<file path="src/rtl/filter_window_xfade.sv">
// Windowed filter-bank output stage: maps VGA coordinates into an upscaled image
// window and selects one filter channel. Define FILTER_XFADE_EN to crossfade between channels over 2^FADE_LOG2 frames.

`ifdef FILTER_XFADE_EN
module xfade_field #(
  parameter int W = 5,
  parameter int F = 4
) (
  input  logic [W-1:0] a,
  input  logic [W-1:0] b,
  input  logic [F-1:0] alpha,
  output logic [W-1:0] y
);
  localparam int PW = W + F + 2;
  logic [PW-1:0] wa;

  assign wa = (PW'(1) << F) - PW'(alpha);
  assign y  = W'((PW'(a) * wa + PW'(b) * PW'(alpha)) >> F);
endmodule
`endif

module filter_window_xfade #(
  parameter int IMG_WIDTH   = 160,
  parameter int IMG_HEIGHT  = 120,
  parameter int WIN_X0      = 320,
  parameter int WIN_Y0      = 240,
  parameter int SCALE_SHIFT = 1,
  parameter int N_FILT      = 8,
  parameter int FADE_LOG2   = 4,
  parameter int SEL_W       = $clog2(N_FILT)
) (
  input  logic                  clk,
  input  logic                  reset,
  input  logic                  frame_start,
  input  logic [SEL_W-1:0]      filter_sel,
  input  logic                  DE,
  input  logic [9:0]            x_pixel,
  input  logic [9:0]            y_pixel,
  input  logic [15:0]           rgb565_in,
  input  logic [16*N_FILT-1:0]  filt_rgb_in,
  output logic [9:0]            local_x,
  output logic [9:0]            local_y,
  output logic                  filter_en,
  output logic [15:0]           rgb565_out,
  output logic                  out_valid,
  output logic [SEL_W-1:0]      active_sel,
  output logic                  fade_busy
);
  localparam int X_END  = WIN_X0 + (IMG_WIDTH << SCALE_SHIFT);
  localparam int Y_END  = WIN_Y0 + (IMG_HEIGHT << SCALE_SHIFT);
  localparam int IW     = (N_FILT > 1) ? $clog2(N_FILT) : 1;
  localparam int STAGES = 2;

  // ---------------- window mapping ----------------
  logic       in_win;
  logic [9:0] dx, dy;

  assign in_win = (int'(x_pixel) >= WIN_X0) && (int'(x_pixel) < X_END) &&
                  (int'(y_pixel) >= WIN_Y0) && (int'(y_pixel) < Y_END);
  assign dx        = x_pixel - 10'(WIN_X0);
  assign dy        = y_pixel - 10'(WIN_Y0);
  assign local_x   = in_win ? (dx >> SCALE_SHIFT) : '0;
  assign local_y   = in_win ? (dy >> SCALE_SHIFT) : '0;
  assign filter_en = in_win && DE;

  // ---------------- channel select ----------------
  logic [N_FILT-1:0][15:0] chans;
  logic [SEL_W-1:0]        sel_norm;

  always_comb begin
    chans    = filt_rgb_in;
    chans[0] = rgb565_in;  // channel 0 is the camera bypass
  end

  assign sel_norm = (int'(filter_sel) >= N_FILT) ? '0 : filter_sel;

  // ---------------- select FSM ----------------
`ifdef FILTER_XFADE_EN
  typedef enum logic [1:0] {IDLE, PENDING, FADE} state_t;
  localparam logic [FADE_LOG2-1:0] ALPHA_MAX = '1;
  logic [FADE_LOG2-1:0] alpha, alpha_n;
`else
  typedef enum logic [1:0] {IDLE, PENDING} state_t;
`endif

  state_t           state, state_n;
  logic [SEL_W-1:0] nxt_sel, act_n, nxt_n;

  always_ff @(posedge clk or negedge reset) begin
    if (!reset) begin
      state      <= IDLE;
      active_sel <= '0;
      nxt_sel    <= '0;
`ifdef FILTER_XFADE_EN
      alpha      <= '0;
`endif
    end else begin
      state      <= state_n;
      active_sel <= act_n;
      nxt_sel    <= nxt_n;
`ifdef FILTER_XFADE_EN
      alpha      <= alpha_n;
`endif
    end
  end

  always_comb begin
    state_n = state;
    act_n   = active_sel;
    nxt_n   = nxt_sel;
`ifdef FILTER_XFADE_EN
    alpha_n = alpha;
`endif
    case (state)
      IDLE: begin
        // a frame_start in this same cycle only arms the change
        if (sel_norm != active_sel) begin
          nxt_n   = sel_norm;
          state_n = PENDING;
        end
      end
      PENDING: begin
        if (sel_norm == active_sel) begin
          state_n = IDLE;
        end else if (frame_start) begin
`ifdef FILTER_XFADE_EN
          alpha_n = FADE_LOG2'(1);
          state_n = FADE;
`else
          act_n   = nxt_sel;
          state_n = IDLE;
`endif
        end
      end
`ifdef FILTER_XFADE_EN
      FADE: begin
        // selection changes are ignored until the fade lands in IDLE
        if (frame_start) begin
          if (alpha == ALPHA_MAX) begin
            act_n   = nxt_sel;
            alpha_n = '0;
            state_n = IDLE;
          end else begin
            alpha_n = alpha + FADE_LOG2'(1);
          end
        end
      end
`endif
      default: state_n = IDLE;
    endcase
  end

  assign fade_busy = (state != IDLE);

  // ---------------- pixel pipeline ----------------
  logic [STAGES:1] vld_pipe;
  logic [15:0]     old_px, old_q, rgb_q, px_s2;
  logic            win_q;

  assign old_px = chans[IW'(active_sel)];

`ifdef FILTER_XFADE_EN
  logic [15:0]          new_px, new_q, blend_px;
  logic [FADE_LOG2-1:0] alpha_q;

  assign new_px = (state == IDLE) ? old_px : chans[IW'(nxt_sel)];

  for (genvar f = 0; f < 3; f++) begin : g_fld
    localparam int LSB = (f == 0) ? 0 : (f == 1) ? 5 : 11;
    localparam int FW  = (f == 1) ? 6 : 5;
    xfade_field #(.W(FW), .F(FADE_LOG2)) u_fld (
      .a     (old_q[LSB +: FW]),
      .b     (new_q[LSB +: FW]),
      .alpha (alpha_q),
      .y     (blend_px[LSB +: FW])
    );
  end
`endif

  always_ff @(posedge clk or negedge reset) begin
    if (!reset) begin
      vld_pipe <= '0;
      old_q    <= '0;
      rgb_q    <= '0;
      win_q    <= 1'b0;
`ifdef FILTER_XFADE_EN
      new_q    <= '0;
      alpha_q  <= '0;
`endif
    end else begin
      vld_pipe <= {vld_pipe[STAGES-1:1], DE};
      old_q    <= old_px;
      rgb_q    <= rgb565_in;
      win_q    <= in_win;
`ifdef FILTER_XFADE_EN
      new_q    <= new_px;
      alpha_q  <= alpha;
`endif
    end
  end

  always_comb begin
    px_s2 = '0;
    if (vld_pipe[1]) begin
`ifdef FILTER_XFADE_EN
      px_s2 = win_q ? blend_px : rgb_q;
`else
      px_s2 = win_q ? old_q : rgb_q;
`endif
    end
  end

  always_ff @(posedge clk or negedge reset) begin
    if (!reset) rgb565_out <= '0;
    else        rgb565_out <= px_s2;
  end

  assign out_valid = vld_pipe[STAGES];
endmodule

</file>
<file path="config.mk">
export PLATFORM = sky130hd
export DESIGN_NAME = filter_window_xfade
export DESIGN_NICKNAME = d
export VERILOG_FILES = /design/src/rtl/filter_window_xfade.sv
export SDC_FILE = /design/constraint.sdc
export NUM_CORES = 1
export LEC_CHECK = 0
export ABC_AREA = 1
export CORE_MARGIN = 10
export CORE_UTILIZATION = 38
export CTS_BUF_LIST = sky130_fd_sc_hd__clkbuf_2
export CTS_CLUSTER_DIAMETER = 150
export DETAILED_ROUTE_END_ITERATION = 8
export PLACE_DENSITY = 0.83
export SETUP_SLACK_MARGIN = 0.02
export SYNTH_ARGS = -nofsm -noshare
export SYNTH_HDL_FRONTEND = slang
export SYNTH_SLANG_ARGS = --single-unit
</file>
<file path="constraint.sdc">
create_clock -name clk -period 1.7 [get_ports clk]
set_input_delay 0.425 -clock clk [delete_from_list [all_inputs] [get_ports clk]]
set_output_delay 0.425 -clock clk [all_outputs]
set_load 0.05 [all_outputs]
</file>
# Word-level counts from Yosys, hierarchy flattened
# Cells that the tools add are included.
[op_classes] magnitude_cmp=5 n_reduce_logical=9 muxes=10 add_sub_neg=2 bitwise_logic=1 n_eq_ne=5
[op_table] op="16-bit binary-select mux with 3-bit select" n=1
[op_table] op="16-bit 2-to-1 mux" n=3
[op_table] op="9-bit 2-to-1 mux" n=2
[op_table] op="10-bit by 8-bit >= comparator with 1-bit output (second input constant)" n=1
[op_table] op="10-bit by 9-bit >= comparator with 1-bit output (second input constant)" n=1
[op_table] op="10-bit < comparator (second input constant)" n=1
[op_table] op="10-bit by 9-bit < comparator with 1-bit output (second input constant)" n=1
[op_table] op="10-bit by 8-bit subtractor with 10-bit output (second input constant)" n=1
[op_table] op="10-bit by 9-bit subtractor with 10-bit output (second input constant)" n=1
[op_table] op="2-bit 2-to-1 mux" n=3
[op_table] op="1-bit logical AND" n=4
[op_table] op="3-bit by 4-bit < comparator with 1-bit output (second input constant)" n=1
[op_table] op="2-bit one-hot mux with 2 select lines" n=1
[op_table] op="2-bit AND reduction" n=2
[op_table] op="3-bit == test" n=1
[op_table] op="3-bit inequality test" n=1
[op_table] op="3-bit inequality test (second input constant)" n=1
[op_table] op="3-bit AND reduction" n=1
[op_table] op="2-bit by 1-bit == test with 1-bit output (second input constant)" n=1
[op_table] op="2-bit zero test" n=1
[op_table] op="2-bit inequality test (second input constant)" n=1
[op_table] op="2-bit nonzero test" n=1
[op_table] op="1-bit inverter" n=1
[totals] input_bits=171 regBits=59 out_inout_bits=42 elab_cells=40

# Longest topological paths before layout
[depth] word_depth=5 mapped_depth=9 mapped_depth_nobuf=8

# Worst setup path after synthesis
# OpenSTA, ideal clock, no wires.
[synth_timing] path_kind="input port to output port" start="input port y_pixel[4]" end="output port local_x[7]" cell_stages=8 slack_ns=-0.474 arrival_time_ns=1.749 n_path_buf=1 t_required_ns=1.275 cell_sequence="ha_1 nand3_1 nand2_1 nand2_1 nor2_1 nand2_1 buf_2 nor2_1"
[synth_between] elab_chain_cells=4 elab_cells_between_ends=5 classes_between="2 x order compare; 1 x mux; 2 x reduce/logical"
[synth_lines] element="start, declared" line_no="38" source="input logic [9:0] y_pixel,"
[synth_lines] element="10-bit by 8-bit >= comparator with 1-bit output" line_no="59" source="(int'(y_pixel) >= WIN_Y0) && (int'(y_pixel) < Y_END);"
[synth_lines] element="1-bit logical AND" line_no="58" source="assign in_win = (int'(x_pixel) >= WIN_X0) && (int'(x_pixel) < X_END) &&"
[synth_lines] element="1-bit logical AND (*)" line_no="59"
[synth_lines] element="9-bit 2-to-1 mux (*)" line_no="62" source="assign local_x = in_win ? (dx >> SCALE_SHIFT) : '0;"
[synth_lines] element="end, declared" line_no="41" source="output logic [9:0] local_x,"
# Mark *: on every way between the ends. The rest lies on a longest branch, timed or not.

# Worst setup path in the final report
[layout_timing] start="input port y_pixel[5]" end="output port local_y[4]"
[layout_between] elab_chain_cells=4 elab_cells_between_ends=6 classes_between="1 x add/sub; 2 x order compare; 1 x mux; 2 x reduce/logical"
[layout_lines] element="10-bit by 8-bit >= comparator with 1-bit output" line_no="59"
[layout_lines] element="1-bit logical AND" line_no="58"
[layout_lines] element="1-bit logical AND" line_no="59"
[layout_lines] element="9-bit 2-to-1 mux (*)" line_no="63" source="assign local_y = in_win ? (dy >> SCALE_SHIFT) : '0;"
[layout_lines] element="end, declared" line_no="42" source="output logic [9:0] local_y,"
# Marked as above.

==> flow_summary.toml <==
[floorplanning]
rows = 34
core-area_um2 = 8720
die_y_um = 115
io-pin-count = 213
die_w_um = 115
dieArea_um2 = 13100
start_util_pct = 39.0

[cells_and_area]
area_growth_pct = 84.9
final_cell_mix = "nor2_1 (144), clkdlybuf4s50_1 (136), nand2_1 (89)"
final.fill_count = 627
nets = 901
mostFrequentLayoutCell = "nor2_1"
stdcell_count = 841
drive_above_1_share_pct = 23.5
seqCellArea_um2 = 1450
multi_input_area_um2 = 1880

[routing]
dr_total_vias = 4180
dr.pass1.iters = 4
drc = 0
vias_per_cell = 4.97
wl_per_cell_um = 17.6
drt-total-wl_um = 14800
ant_nets = 0
drt_iter0_markers = 239

[global_route]
grt_pass1_wl_um = 22500
gr-total-overflow = 0
grt_pass1_vias = 4348
grt_max_degree = 33
antenna_found_initial = 1
track_usage_pct = 21.5

[clocking]
clkTransAtPathRegs_ps = 180
numCtsBuffers = 9
cts_root_buf = "clkbuf_2"
cts_tree = "yes"
cts_sinks = 58
insertion_delay_ps = 460
cts.htree.levels = 3
clock_path_buffers = 2

[timing]
fin_tns_setup_ps = -5550
fmax_mhz = 492
max_slew_margin_pct = 66.0
finalCritPeriodShare_pct = 120
setup_viol = 19
fin_ws_ps = -333
hold_violations = 0
rsz0062_at_grt = "yes"
skew_ps = 30.7
worst_pin_slew_ps = 509
final_max_slew_viol_count = 0
min_period_ps = 2030

[power]
ir_worst_vdd_mv = 0.682
power_leakage_uw = 0.00292
seqPwrFrac_pct = 29.2
p_clk_share_pct = 10.3
p_switching_uw = 2880
pwr-share-comb_pct = 60.5
p_int_uw = 3540
netSwitchingFraction_pct = 44.9
power_density_nw_per_um2 = 1020

[critical_path]
cp_slowest_stage_delay_ps = 160
cpMaxStageDelayCell = "nor2_4"
worstPathArrival_ps = 1610
required_ps = 1270
crit_chain = "buf_6 -> buf_6 -> nand4_1 -> nand2_1 -> nor2_4 -> nand2_4 -> buf_8 -> nor2_4 -> buf_12"
startpoint_type = "primary input"
r2r-start = "active_sel[0]"
crit_start = "y_pixel[5]"
end_kind = "primary output"
r2r_slack_ps = 150
path_max_fanout = 4
crit_type = "primary input to primary output"

[placed_design]
placedCellCount = 800
place.gp.congestion = 0.898
io_buffers = 193
hpwl_um = 11100
dp_worst_setup_slack_ps = -733

[flow_run]
cap_violations = 0

[logic_synthesis]
syn_inst = 498
syn-cell-area_um2 = 3400
synth_seq_cells = 58
synth.distinct_cells = 20
avgSynthCellArea_um2 = 6.82
yosys_warnings = 0
seq_area_frac_synth_pct = 42.7

[status]
failed_checks = "setup timing"
status = "complete, but fails checks"

[worst_hold_path]
hold_class = "primary input to asynchronous set/reset pin"
[kinds of logic (layout without fill, tap and decap cells)]
logic type                 Yosys count  count (layout)  synth area share [%]
DFF                                 58              58                  42.7
buffers and inverters               58             291                  8.95
AOI/OAI and AO/OA                  100             100                  14.7
and+or+nand+nor                    272             272                  30.8
xor gates and xnor gates             6               6                  1.55
other                                1               3                 0.110
adders and majority gates            3               3                  1.11
[registers in the layout (all words and copies together) (netlist names)]
register	flops
state	1
vld_pipe	2
win_q	1
nxt_sel	3
rgb565_out	16
old_q	16
active_sel	3
rgb_q	16
[cells in the mapped netlist]
master    count  area [µm²]
a21oi_1       1        5.00
buf_1         2        7.51
buf_2         9        45.0
buf_4         6        45.0
buf_6         7        78.8
clkbuf_1      7        26.3
conb_1        1        3.75
dfrtp_1      58        1450
ha_1          3        37.5
inv_1        25        93.8
inv_2         2        7.51
nand2_1      96         360
nand3_1       8        40.0
nand3_4       1        17.5
nand4_1       1        6.26
nor2_1      166         623
o21ai_0      56         280
o21ai_1      43         215
xnor2_1       3        26.3
xor2_1        3        26.3
[path summary, 6_finish.rpt]
path	to	depth (start not counted)
worst max-delay path	local_y[4]	9
worst min-delay path	old_q[7]	2
worst max register to register	old_q[13]	8
worst min register to register	rgb565_out[2]	2
max in group asynchronous	rgb_q[2]	3
min in group clk	rgb_q[10]	1
[worst max-delay path: cells and delay by family]
family / cells / cell delay (ps)
buf+inv: 4 / 520
simple gates: 5 / 670
[routing by layer]
metal	global-route usage, %	up-vias	routed length (µm)
li1	-	2020	-
met2	38.1	205	7880
met5	0	-	0
met4	8.19	0	557
met3	6.24	37	1100
met1	23.5	1918	5280
[final cells by class]
class	instances	share of cell area, %
Tap cell	108	2.15
Antenna cell	1	0.0398
Timing Repair Buffer	248	41.5
Clock buffer	9	0.717
Multi-Input combinational cell	383	29.9
Inverter	27	1.91
Clock inverter	7	0.578
Sequential cell	58	23.2
[repair_timing]
action	4_1_cts	5_1_grt
setup buffers	11	10
pin swaps	22	23
setup endpoints to repair	21	24
hold buffers	1	0
hold endpoints to repair	16	0
cloned	2	0
gates resized for setup	67	34
[power by group through the flow]
stage          clock (µW)  combinational, µW  sequential, µW
2_1_floorplan           0               2100            2090
3_3_place_gp            0               3410            1880
3_5_place_dp            0               3490            1890
4_1_cts               685               3700            1860
5_1_grt               754               4280            1900
6_report              664               3880            1870
[through the flow]
| step | hold WS (ps) | util (%) | area (µm²) | power [µW] |
|---|---|---|---|---|
| floorplan | 129 | - | 3600 | 4180 |
| global placement | 387 | 67.5 | 5890 | 5290 |
| detailed placement | 395 | 67.5 | 5890 | 5380 |
| CTS | 380 | 70.8 | 6170 | 6250 |
| global route | 378 | 72.0 | 6280 | 6930 |
| finish | 424 | 72.0 | 6280 | 6420 |
(Power assumes the default switching activity.)
